===== src/rtl/pc_target_seq.sv =====
// pc_target_seq: fetch PC register with branch/JAL/JALR target generation,
// I-cache stall hold, queued redirects during stall, and misaligned-target trap.
module pc_target_seq #(
  parameter int unsigned     WIDTH        = 32,
  parameter logic [WIDTH-1:0] RESET_VECTOR = '0,
  parameter logic [WIDTH-1:0] TRAP_VECTOR  = 'h100,
  parameter bit              ALIGN_CHECK  = 1'b1,
  parameter int unsigned     STALL_CNT_W  = 8
) (
  input  logic                   CLK,
  input  logic                   RST,
  input  logic                   Stall,
  input  logic [1:0]             PCSrc,
  input  logic [WIDTH-1:0]       PCE,
  input  logic [WIDTH-1:0]       SrcA,
  input  logic [WIDTH-1:0]       ImmExt,
  input  logic                   TrapAck,
  output logic [WIDTH-1:0]       PCF,
  output logic [WIDTH-1:0]       PCPlus4F,
  output logic [WIDTH-1:0]       PCTarget,
  output logic                   FetchValid,
  output logic                   Misalign,
  output logic [WIDTH-1:0]       BadAddr,
  output logic [STALL_CNT_W-1:0] StallCnt,
  output logic [1:0]             State
);

  typedef enum logic [1:0] {
    S_IDLE = 2'd0,
    S_RUN  = 2'd1,
    S_WAIT = 2'd2,
    S_TRAP = 2'd3
  } state_t;

  state_t                 state, state_n;
  logic [WIDTH-1:0]       pcf_n, bad_n, pend, pend_n;
  logic                   fv_n, mis_n, pend_valid, pv_n;
  logic [STALL_CNT_W-1:0] cnt_n;
  logic [WIDTH-1:0]       sum_pc, sum_reg;
  logic                   redirect, misaligned;

  // Target arithmetic, all modulo 2^WIDTH; JALR clears bit 0
  always_comb begin
    sum_pc   = PCE + ImmExt;
    sum_reg  = SrcA + ImmExt;
    sum_reg[0] = 1'b0;
    PCTarget = (PCSrc == 2'b10) ? sum_reg : sum_pc;
    PCPlus4F = PCF + WIDTH'(4);
    redirect   = (PCSrc == 2'b01) || (PCSrc == 2'b10);
    misaligned = ALIGN_CHECK && (PCTarget[1:0] != 2'b00);
  end

  // Next-state and next-output decode
  always_comb begin
    state_n = state;
    pcf_n   = PCF;
    fv_n    = FetchValid;
    mis_n   = Misalign;
    bad_n   = BadAddr;
    cnt_n   = StallCnt;
    pend_n  = pend;
    pv_n    = pend_valid;

    unique case (state)
      S_IDLE: begin
        state_n = S_RUN;
        fv_n    = 1'b1;
      end
      S_RUN: begin
        if (redirect && misaligned) begin
          state_n = S_TRAP;
          pcf_n   = TRAP_VECTOR;
          bad_n   = PCTarget;
          mis_n   = 1'b1;
          fv_n    = 1'b0;
        end else if (redirect) begin
          pcf_n = PCTarget;
        end else if (Stall) begin
          state_n = S_WAIT;
          cnt_n   = STALL_CNT_W'(1);
        end else begin
          pcf_n = PCPlus4F;
        end
      end
      S_WAIT: begin
        if (redirect && misaligned) begin
          state_n = S_TRAP;
          pcf_n   = TRAP_VECTOR;
          bad_n   = PCTarget;
          mis_n   = 1'b1;
          fv_n    = 1'b0;
          pv_n    = 1'b0;
          cnt_n   = '0;
        end else if (!Stall) begin
          // A redirect arriving with stall release outranks the queued one
          state_n = S_RUN;
          cnt_n   = '0;
          pv_n    = 1'b0;
          if (redirect)        pcf_n = PCTarget;
          else if (pend_valid) pcf_n = pend;
          else                 pcf_n = PCPlus4F;
        end else begin
          cnt_n = (&StallCnt) ? StallCnt : StallCnt + STALL_CNT_W'(1);
          if (redirect) begin
            pend_n = PCTarget;
            pv_n   = 1'b1;
          end
        end
      end
      S_TRAP: begin
        if (TrapAck) begin
          state_n = S_RUN;
          mis_n   = 1'b0;
          fv_n    = 1'b1;
        end
      end
      default: state_n = S_IDLE;
    endcase
  end

  // State and registered outputs, asynchronous active-low reset
  always_ff @(posedge CLK or negedge RST) begin
    if (!RST) begin
      state      <= S_IDLE;
      PCF        <= RESET_VECTOR;
      FetchValid <= 1'b0;
      Misalign   <= 1'b0;
      BadAddr    <= '0;
      StallCnt   <= '0;
      pend       <= '0;
      pend_valid <= 1'b0;
    end else begin
      state      <= state_n;
      PCF        <= pcf_n;
      FetchValid <= fv_n;
      Misalign   <= mis_n;
      BadAddr    <= bad_n;
      StallCnt   <= cnt_n;
      pend       <= pend_n;
      pend_valid <= pv_n;
    end
  end

  assign State = state;

endmodule


===== config.mk =====
export PLATFORM = sky130hd
export DESIGN_NAME = pc_target_seq
export DESIGN_NICKNAME = d
export VERILOG_FILES = /design/src/rtl/pc_target_seq.sv
export SDC_FILE = /design/constraint.sdc
export NUM_CORES = 1
export LEC_CHECK = 0
export CORE_UTILIZATION = 54
export DETAILED_ROUTE_END_ITERATION = 10
export GPL_ROUTABILITY_DRIVEN = 0
export PLACE_DENSITY_LB_ADDON = 0.15
export SLEW_MARGIN = 20
export SYNTH_ARGS = -nofsm -noshare
export SYNTH_HDL_FRONTEND = slang
export SYNTH_SLANG_ARGS = --single-unit

===== constraint.sdc =====
create_clock -name CLK -period 9.9 [get_ports CLK]
set_input_delay 2.97 -clock CLK [delete_from_list [all_inputs] [get_ports CLK]]
set_output_delay 2.97 -clock CLK [all_outputs]
set_load 0.05 [all_outputs]

==> flow_summary.ini <==
[die]
core_mm2 = 0.0161
die_y_um = 131
fp.dieW_um = 131
start_util = 0.560
rows = 46
die-area_mm2 = 0.0172
io_pins = 242

[final_layout]
nFillCells = 1188
area_growth_pct = 32.3
drive_gt1_frac = 0.0797
nets = 1473
num_antenna_cells = 0

[run_status]
outcome = complete, no violations

[clock_tree]
cts_setup_buffers = 0
clockBufferDepth = 2
cts_max_level = 3
post_cts_resized = 0
cts_hold_buffers = 0
cts_sinks = 109
root_buffer = clkbuf_16
clkLatencyLatePin_ps = 350
clkTransAtPathRegs_ps = 60
cts-buffers-inserted = 9
cts_tree = built

[setup_path]
worstPathRequired_ps = 6930
cp-end-kind = output pin
worstRegToRegCells = 11
critPathMaxFanout = 5
critPathKind = primary input to output pin
start_kind = primary input
rrSetupSlack_ps = 6910
critPathArrivalTime_ps = 6580
r2r_start = State[0]
r2r-end = PCF[31]

[grt]
grt_max_degree = 68
antenna_found_initial = 0
grt_overflow_total = 0
first_global_vias = 8214
grt_usage = 0.318
grt_pass1_wl_um = 42300

[worst_hold_path]
hold_depth = 1
holdCritStartpoint = pend[1]
hp-class = flip-flop to flip-flop
holdPathEnd = pend[1]

[route]
top_layer_used = met4
dr_wl_met3_um = 2010
met2_length_um = 12900
drc_errors = 0
firstDrtPassIters = 5
drt-initial-drc-count = 798
drtAntennaViolNets = 0
wirelength_um = 27700
num_vias = 9330
drt-met1-wl_um = 12200
via_per_inst = 6.13
routedWlPerCell_um = 18.2

[synth]
ys_ff_latch = 109
synth-edff-count = 0
syn_nets = 1254
yosysUniqueCellTypes = 73
yosys_warnings = 0
ys_seq_area_frac = 0.303
syn_inst = 1083
syn_area_per_cell_um2 = 8.31
syn-cell-area_mm2 = 0.00900
ys.flop_type = dfrtp_1
async_flop_share = 1.00

[run]
drv_cap = 0

[placement]
pre_cts_ws_ps = 406
port_buffers = 241
dp_hpwl_um = 21300

[sta]
post-route-min-period_ps = 9550
setup_ws_ps = 347
timing.slew.headroom = 0.267
slew_violations = 0
rsz0062_at_grt = no
hold_violations = 0
finalSetupViolCount = 0
tightest_slew_ps = 1100
finalSetupTns_ps = 0
max_freq_ghz = 0.105
timing.final.crit_share = 0.965
skew_ps = 8.30

[power_and_ir_drop]
vdd_ir_drop_max_mv = 0.209
power.density_mw_per_mm2 = 282
leakagePower_nw = 5.11
power_mw = 3.35
[synthesized netlist by cell type (all sizes together) (6+ instances only)]
master / number / area [um2]
a211oi: 9 / 82.6
a21o: 27 / 203
a21oi: 109 / 564
a22o: 6 / 52.6
a31oi: 20 / 131
and2: 9 / 56.3
and3: 15 / 93.8
buf: 19 / 98.8
clkbuf: 38 / 146
dfrtp: 109 / 2730
ha: 67 / 838
inv: 32 / 120
mux2: 36 / 417
mux2i: 8 / 80.1
nand2: 118 / 443
nand2b: 6 / 37.5
nand3: 32 / 160
nand4: 26 / 163
nor2: 104 / 393
nor2b: 9 / 56.3
nor3: 14 / 70.1
o211ai: 10 / 85.1
o21a: 13 / 97.6
o21ai: 70 / 350
o21bai: 6 / 45.0
o221ai: 25 / 225
o22ai: 6 / 43.8
o31ai: 8 / 60.1
xnor2: 43 / 377
xor2: 37 / 324
[worst max-delay path by stage]
stage          cells past startpoint  startpoint           end
2_1_floorplan                      7      PCE[3]   PCTarget[9]
3_3_place_gp                      11   ImmExt[1]  PCTarget[15]
3_5_place_dp                      11   ImmExt[1]  PCTarget[15]
4_1_cts                           11   ImmExt[1]  PCTarget[15]
5_1_grt                           11   ImmExt[0]  PCTarget[14]
6_report                          11   ImmExt[3]  PCTarget[15]
[area by class of cell]
| class | instances | area, um2 | area share |
|---|---|---|---|
| clock buffer | 13 | 270 | 0.0227 |
| multi-input combinational | 885 | 5920 | 0.498 |
| timing repair buffer | 265 | 2560 | 0.215 |
| tap | 216 | 270 | 0.0227 |
| inverter | 32 | 120 | 0.0101 |
| sequential | 109 | 2730 | 0.229 |
| clock inverter | 1 | 30.0 | 0.00252 |
[kinds of logic after synthesis]
| family | after synthesis | synth area share |
|---|---|---|
| xor+xnor | 80 | 0.0779 |
| flops | 109 | 0.303 |
| simple gates | 354 | 0.181 |
| buf+inv | 89 | 0.0406 |
| compound gates | 338 | 0.244 |
| fa+ha+maj | 69 | 0.0976 |
| mux | 44 | 0.0552 |
[where the power goes]
part	internal [mW]	switching (mW)	total, mW	leakage [nW]
clock	0.214	0.156	0.370	0.148
combinational	0.758	1.43	2.18	3.62
sequential	0.638	0.163	0.801	1.34
total	1.61	1.74	3.35	5.11
[per-layer routing]
layer | track usage | vias to the layer above
li1 | - | 4404
met1 | 0.451 | 4428
met2 | 0.516 | 459
met3 | 0.0284 | 39
met4 | 0.0933 | 0
met5 | 0 | -
[placed cells by master (no fill, tap or decap), types with 19 or more instances in the layout]
cell type	netlist	layout
a21o_1	27	27
a21oi_1	106	106
a31oi_1	19	19
buf_4	2	36
clkdlybuf4s50_1	0	229
dfrtp_1	109	109
ha_1	67	66
inv_1	32	32
mux2_2	33	33
nand2_1	118	118
nand3_1	32	32
nand4_1	26	26
nor2_1	103	101
o21ai_0	68	68
o221ai_1	24	24
xnor2_1	43	43
xor2_1	37	37
[state kept, by name (all words and copies together) (netlist names)]
name / cells
BadAddr: 32
FetchValid: 1
Misalign: 1
PCF: 32
StallCnt: 8
State: 2
pend: 32
pend_valid: 1
[stage by stage]
| stage | util | cell area, um2 | hold WS, ps | std cells |
|---|---|---|---|---|
| floorplan | - | 9000 | 451 | 1083 |
| global placement | 0.723 | 11600 | 469 | 1507 |
| detailed placement | 0.723 | 11600 | 472 | 1507 |
| CTS | 0.741 | 11900 | 496 | 1521 |
| global route | 0.741 | 11900 | 524 | 1521 |
| finish | 0.741 | 11900 | 499 | 1521 |
[worst max-delay path: stages]
cell and delay [ps]:
clkdlybuf4s50_1 450, ha_1 360, a21o_1 220, a221o_1 420, a21oi_2 250, o21ai_0 150, a31oi_1 220, mux2_2 350
a21oi_1 290, inv_1 170, clkdlybuf4s50_1 730
(Power assumes the default switching activity.)
